==> config.mk <==
export PLATFORM = sky130hd
export DESIGN_NAME = interrupt_controller_flat
export DESIGN_NICKNAME = d
export VERILOG_FILES = /design/src/rtl/interrupt_controller_if.sv /design/src/rtl/interrupt_controller.sv /design/src/flat_wrapper.sv
export SDC_FILE = /design/constraint.sdc
export NUM_CORES = 1
export LEC_CHECK = 0
export CORE_MARGIN = 4
export CORE_UTILIZATION = 25
export CTS_CLUSTER_DIAMETER = 80
export DETAILED_ROUTE_END_ITERATION = 12
export MAX_ROUTING_LAYER = met4
export PLACE_DENSITY_LB_ADDON = 0.08
export RECOVER_POWER = 25
export SLEW_MARGIN = 0
export SYNTH_ARGS = -nofsm -noshare
export SYNTH_HDL_FRONTEND = slang
export SYNTH_SLANG_ARGS = --single-unit
==> constraint.sdc <==
create_clock -name clk -period 1.05 [get_ports clk]
set_clock_uncertainty 0.05 [all_clocks]
set_input_delay 0.105 -clock clk [delete_from_list [all_inputs] [get_ports clk]]
set_output_delay 0.105 -clock clk [all_outputs]
set_load 0.05 [all_outputs]
==> src/rtl/interrupt_controller_if.sv <==
// Interrupt controller bus: external lines, mask write port, pipeline strobes
// and the request/vector outputs. The slave side is the controller itself.
interface interrupt_controller_if #(
  parameter int unsigned NUM_IRQ = 4
);
  logic [NUM_IRQ-1:0] irq_in;
  logic               mask_we;
  logic [NUM_IRQ-1:0] mask_wdata;
  logic               int_ack;
  logic               rti_done;
  logic               interrupt;
  logic [2:0]         int_id;
  logic [31:0]        int_vector;
  logic               in_service;
  logic [NUM_IRQ-1:0] pending;

  modport master (
    output irq_in, mask_we, mask_wdata, int_ack, rti_done,
    input  interrupt, int_id, int_vector, in_service, pending
  );

  modport slave (
    input  irq_in, mask_we, mask_wdata, int_ack, rti_done,
    output interrupt, int_id, int_vector, in_service, pending
  );
endinterface

==> src/rtl/interrupt_controller.sv <==
// Interrupt controller: latches rising edges on external lines, raises one
// request to the pipeline with the handler vector of the lowest-index unmasked
// pending source, holds it until int_ack, then blocks until rti_done.
// Optional macro IRQ_SYNC_EN adds a 2-flop synchroniser on irq_in.
module interrupt_controller #(
  parameter int unsigned NUM_IRQ       = 4,
  parameter logic [31:0] VECTOR_BASE   = 32'h0000_0000,
  parameter int unsigned VECTOR_STRIDE = 2
) (
  input logic                  clk,
  input logic                  reset,
  interrupt_controller_if.slave bus
);

  typedef enum logic [1:0] {
    IDLE    = 2'd0,
    REQ     = 2'd1,
    SERVICE = 2'd2
  } state_t;

  state_t             state_q;
  logic               interrupt_q;
  logic [2:0]         int_id_q;
  logic [31:0]        int_vector_q;
  logic               in_service_q;
  logic [NUM_IRQ-1:0] pending_q, pending_d;
  logic [NUM_IRQ-1:0] mask_q;
  logic [NUM_IRQ-1:0] irq_prev_q;
  logic [NUM_IRQ-1:0] irq_s;
  logic [NUM_IRQ-1:0] edges;
  logic [NUM_IRQ-1:0] eligible;
  logic [NUM_IRQ-1:0] pending_clr;
  logic               any_eligible;
  logic [2:0]         winner;
  logic [31:0]        winner_vector;

`ifdef IRQ_SYNC_EN
  logic [NUM_IRQ-1:0] sync1_q, sync2_q;

  // Two-flop synchroniser for asynchronous interrupt lines
  always_ff @(posedge clk) begin
    if (!reset) begin
      sync1_q <= '0;
      sync2_q <= '0;
    end else begin
      sync1_q <= bus.irq_in;
      sync2_q <= sync1_q;
    end
  end

  assign irq_s = sync2_q;
`else
  assign irq_s = bus.irq_in;
`endif

  // Edge detect, priority select and acknowledge-clear of the serviced source
  always_comb begin
    edges         = irq_s & ~irq_prev_q;
    eligible      = pending_q & ~mask_q;
    any_eligible  = |eligible;
    winner        = '0;
    pending_clr   = '0;
    for (int unsigned i = NUM_IRQ; i > 0; i--) begin
      if (eligible[i-1]) winner = 3'(i - 1);
    end
    for (int unsigned i = 0; i < NUM_IRQ; i++) begin
      pending_clr[i] = (state_q == REQ) && bus.int_ack && (int_id_q == 3'(i));
    end
    // A fresh edge on the source being acknowledged survives the clear
    pending_d     = (pending_q & ~pending_clr) | edges;
    winner_vector = VECTOR_BASE + 32'(VECTOR_STRIDE) * {29'd0, winner};
  end

  // Edge history, pending events and mask register
  always_ff @(posedge clk) begin
    if (!reset) begin
      irq_prev_q <= '0;
      pending_q  <= '0;
      mask_q     <= '0;
    end else begin
      irq_prev_q <= irq_s;
      pending_q  <= pending_d;
      if (bus.mask_we) mask_q <= bus.mask_wdata;
    end
  end

  // Request / service state machine with registered outputs
  always_ff @(posedge clk) begin
    if (!reset) begin
      state_q      <= IDLE;
      interrupt_q  <= 1'b0;
      int_id_q     <= '0;
      int_vector_q <= VECTOR_BASE;
      in_service_q <= 1'b0;
    end else begin
      case (state_q)
        IDLE: begin
          if (any_eligible) begin
            state_q      <= REQ;
            interrupt_q  <= 1'b1;
            int_id_q     <= winner;
            int_vector_q <= winner_vector;
          end
        end
        REQ: begin
          if (bus.int_ack) begin
            state_q      <= SERVICE;
            interrupt_q  <= 1'b0;
            in_service_q <= 1'b1;
          end
        end
        SERVICE: begin
          if (bus.rti_done) begin
            state_q      <= IDLE;
            in_service_q <= 1'b0;
          end
        end
        default: begin
          state_q      <= IDLE;
          interrupt_q  <= 1'b0;
          in_service_q <= 1'b0;
        end
      endcase
    end
  end

  assign bus.interrupt  = interrupt_q;
  assign bus.int_id     = int_id_q;
  assign bus.int_vector = int_vector_q;
  assign bus.in_service = in_service_q;
  assign bus.pending    = pending_q;

endmodule

==> src/flat_wrapper.sv <==
// flat-port wrapper written by rule: the top's interface ports become plain ports
module interrupt_controller_flat 
#(
  parameter int unsigned NUM_IRQ       = 4,
  parameter logic [31:0] VECTOR_BASE   = 32'h0000_0000,
  parameter int unsigned VECTOR_STRIDE = 2
)
  (clk, reset, bus_irq_in, bus_mask_we, bus_mask_wdata, bus_int_ack, bus_rti_done, bus_interrupt, bus_int_id, bus_int_vector, bus_in_service, bus_pending);
  interrupt_controller_if #(.NUM_IRQ(NUM_IRQ)) bus_i ();
  input logic clk;
  input logic reset;
  input wire logic [$bits(bus_i.irq_in)-1:0] bus_irq_in;
  input wire logic [$bits(bus_i.mask_we)-1:0] bus_mask_we;
  input wire logic [$bits(bus_i.mask_wdata)-1:0] bus_mask_wdata;
  input wire logic [$bits(bus_i.int_ack)-1:0] bus_int_ack;
  input wire logic [$bits(bus_i.rti_done)-1:0] bus_rti_done;
  output wire logic [$bits(bus_i.interrupt)-1:0] bus_interrupt;
  output wire logic [$bits(bus_i.int_id)-1:0] bus_int_id;
  output wire logic [$bits(bus_i.int_vector)-1:0] bus_int_vector;
  output wire logic [$bits(bus_i.in_service)-1:0] bus_in_service;
  output wire logic [$bits(bus_i.pending)-1:0] bus_pending;
  assign bus_i.irq_in = bus_irq_in;
  assign bus_i.mask_we = bus_mask_we;
  assign bus_i.mask_wdata = bus_mask_wdata;
  assign bus_i.int_ack = bus_int_ack;
  assign bus_i.rti_done = bus_rti_done;
  assign bus_interrupt = bus_i.interrupt;
  assign bus_int_id = bus_i.int_id;
  assign bus_int_vector = bus_i.int_vector;
  assign bus_in_service = bus_i.in_service;
  assign bus_pending = bus_i.pending;
  interrupt_controller #(.NUM_IRQ(NUM_IRQ), .VECTOR_BASE(VECTOR_BASE), .VECTOR_STRIDE(VECTOR_STRIDE)) u_core (.clk(clk), .reset(reset), .bus(bus_i));
endmodule
==> results by stage <==
Status:
- The flow ran to the end, and the final reports show no timing, DRC or antenna violations.

Worst setup path:
- The startpoint of the worst setup timing path is u_core.bus.pending[0]$_SDFF_PN0_.
- The worst setup path is launched from a register.
- The worst setup path is captured at an output port.
- The worst reg2reg path depth is 4.
- The arrival time of data at the critical path endpoint is 0.88 ns.
- At the worst endpoint, the required time is 0.89 ns.
- The maximum fanout along the worst path is 2.
- The worst reg2reg path startpoint is u_core.mask_q[0]$_SDFFE_PN0P_.
- The worst setup path category is register to output port.

Final layout:
- The number of nets at the end of the flow is 158.
- In the final layout, flip-flops and latches occupy 384 um2.
- The area added between synthesis and finish is 46.1%.
- The number of diodes added for antenna fixing is 0.
- The multi-input combinational cells in the finished layout cover a total of 495 um2.
- The number of filler cells placed in the layout is 392.
- Summing all non-filler instances in the final layout gives an area of 1440 um2.
- Cells with a size suffix above 1 make up 32.6% of the layout.

Drt:
- Using the TritonRoute via totals, the vias-per-cell ratio works out to 3.73.
- The final antenna-violating net count is 0.
- After detailed routing, the number of remaining DRC violations is 0.
- After the first detailed-routing iteration, the DRC count stood at 6.
- The via total after detailed routing is 717.
- The number of detailed-route iterations in the first pass is 4.
- The average detailed-routed wire length per instance is 10.5 um.
- For this block, the routed nets add up to 2010 um of wire.

Timing:
- Setup repair after global routing could not meet its margin everywhere.
- Adding up every negative setup slack in the final design gives 0 ns.
- The count of final max-slew check failures is 0.
- The minimum period implied by the final worst setup slack is 1.03 ns.
- Based on the critical path, the design can be clocked at up to 0.968 GHz.
- The number of endpoints with negative hold slack in the final report is 0.
- The ratio of final minimum period to clock period is 98.4%.
- Setup violations remaining at the end of the flow were counted as 0.

Synthesis:
- For this run, the register share of the synthesized area comes to 36.6%.
- The fraction of synthesized cell area in xor and xnor cells is 0%.
- Synthesis produced a netlist whose cell count is 110.
- The per-instance average area after synthesis is 8.94 um2.
- The complex-gate fraction of the synthesized area is 10.7%.
- After synthesis, the cell types taking the most area are dfxtp_1, buf_4, mux2i_1.
- The post-synthesis cell area is 983 um2.
- Synthesis inferred 18 register bits.
- The synthesized netlist contains 23 unique library cells.
- The count of yosys warnings during synthesis is 0.
- After synthesis, the share of cell area in mux cells is 5.09%.
- After Yosys synthesis, full adders, half adders and majority gates account for 0% of the synthesized area.
- In this run the biggest area consumer among cell types represents 36.6% of the synthesized area.
- The simple-gate area share of the yosys netlist is 20.7%.
- The library cell with the largest summed area after synthesis is dfxtp_1.
- After synthesis, the largest family of logic cells by area is buffers and inverters.

Clocking:
- In this run the number of H-tree levels came out at 1.
- The clock sink count is 18.
- The tree is rooted in a clkbuf_8.
- After clock tree synthesis, the clock-pin slew on the worst setup and hold paths is 0.07 ns.
- The number of clock buffers added by TritonCTS is 3.
- No sink is reached through more buffers than the 2 on the longest clock path.
- The CTS tree is yes.
- Clock latency on the worst-skew pair, taken at its later pin, is 0.25 ns.

Global routing:
- Global routing consumed, over all layers together, 8.23% of the routing resources.
- The initial antenna violation count came to 0.
- The first global-routing pass estimated 3160 um of wire.
- The number of global-route vias before repair is 669.
- The final global-route overflow total is 0.
- The pin count of the biggest net entering global routing is 11.

Place:
- During placement, the flow inserted port buffers numbering 22.
- The placed wire-length estimate is 1690 um.
- The routability congestion estimate from global placement is 0.708.
- In this run the cell area measured after placement is 1320 um2.

Hold path:
- The worst hold path begins at bus_irq_in[1].
- The worst min-delay path category is input pin to register.
- Counting instances, the worst hold path has a depth of 3.

Pwr:
- The power density normalized to cell area is 1570 nW/um2.
- In this run switching power makes up 37.1% of total power.
- In this run, the clock network consumes 25.6% of the power.
- The leakage power is 0.000642 uW.
- The peak supply drop is 0.568 mV.
- The switching component of the power is 836 uW.
- In this run, flip-flops and latches consume 35.6% of the power.
- The overall power of the completed layout is 2250 uW.
- The logic gate share of total power is 38.7%.
- Internal power comes to 1420 uW.

Floorplanning:
- The die covers 5000 um2.
- The core outline area is 3740 um2.
- The die is 70.7 um wide.
- For this configuration, the core starts out at a cell density of 26.3%.
- The die is 70.7 um tall.
- The number of ports placed on the die boundary is 54.
- In this run the core area contains 22 standard-cell rows.

Run:
- The number of max-cap violations is 0.
==> cells in the mapped netlist <==
library cell  count
a2111oi_2         1
a211oi_1          1
a21oi_1           8
and2_1            4
buf_2             1
buf_4            33
clkbuf_1          1
conb_1            1
dfxtp_1          18
inv_1             1
mux2i_1           5
nand2_1           8
nand2b_1          6
nand2b_2          1
nand2b_4          3
nand3_1           1
nand3b_2          1
nand4_2           1
nor2_1            7
nor2b_1           1
o21ai_0           4
o21ai_1           2
o31ai_2           1
==> flip-flops by register name (all words and copies together), names as in the netlist <==
register / flops
u_core.irq_prev_q: 4
u_core.bus.int_id: 2
u_core.bus.in_service: 1
u_core.state_q: 2
u_core.bus.interrupt: 1
u_core.mask_q: 4
u_core.bus.pending: 4
==> cell usage in the layout, fill, tap and decap left out, drive strengths merged, types with 4 or more instances in the layout <==
| cell | count |
|---|---|
| clkdlybuf4s50 | 11 |
| clkbuf | 5 |
| buf | 22 |
| nor2 | 7 |
| nand2b | 10 |
| o21ai | 6 |
| conb | 31 |
| nand2 | 8 |
| a21oi | 8 |
| mux2i | 5 |
| dfxtp | 18 |
| and2 | 4 |
==> critical path, cell delays in order, from the launching register on <==
cell and delay [ns]:
dfxtp_4 0.36, buf_6 0.12, buf_12 0.14
==> routing by layer <==
layer,vias to the layer above,GRT usage (%),wire length [um]
met5,-,-,0
met4,0,3.13,33
met3,4,2.41,131
met2,28,13.0,998
met1,323,9.87,844
li1,362,-,-
==> logic make-up after synthesis <==
family | after synthesis
buffers and inverters | 36
and+or+nand+nor | 33
DFF | 18
AOI/OAI and AO/OA | 17
muxes | 5
other | 1
==> repair_timing <==
item	in CTS	in global routing
endpoints found under the setup margin	9	10
gates resized for setup	8	9
hold buffers	0	0
pin swaps	0	1
setup buffers	2	1
==> path summary, 6_finish.rpt <==
kind / endpoint / slack (ns)
hold / removal: u_core.bus.pending[1]$_SDFF_PN0_ / 0.39
setup / recovery: bus_pending[0] / 0.02
setup reg to reg: u_core.bus.int_id[0]$_SDFFE_PN0P_ / 0.04
hold reg to reg: u_core.bus.pending[0]$_SDFF_PN0_ / 0.43
==> power by group through the flow <==
| stage | Sequential, uW | Combinational [uW] | Clock (uW) |
|---|---|---|---|
| 6_report | 803 | 872 | 578 |
| 5_1_grt | 813 | 921 | 612 |
| 3_5_place_dp | 812 | 840 | 0 |
| 4_1_cts | 806 | 846 | 594 |
| 3_3_place_gp | 813 | 839 | 0 |
| 2_1_floorplan | 913 | 517 | 0 |
==> final cells by class <==
class | count | share of cell area [%]
clock buffers | 4 | 3.83
multi-input cells | 86 | 34.5
repair buffers | 35 | 30.5
flip-flops and latches | 18 | 26.7
well taps | 48 | 4.18
inverters | 1 | 0.261
==> per-stage QoR <==
stage / std cells / hold WS (ns) / worst slack [ns] / utilization (%)
after floorplan: 140 / 0.155 / -0.0857 / -
after global placement: 187 / 0.431 / -0.210 / 35.2
after detailed placement: 187 / 0.423 / -0.220 / 35.2
after CTS: 191 / 0.384 / 0.00463 / 37.5
after global routing: 192 / 0.403 / -0.00422 / 38.4
final: 192 / 0.386 / 0.0167 / 38.4
(Power assumes the default switching activity.)
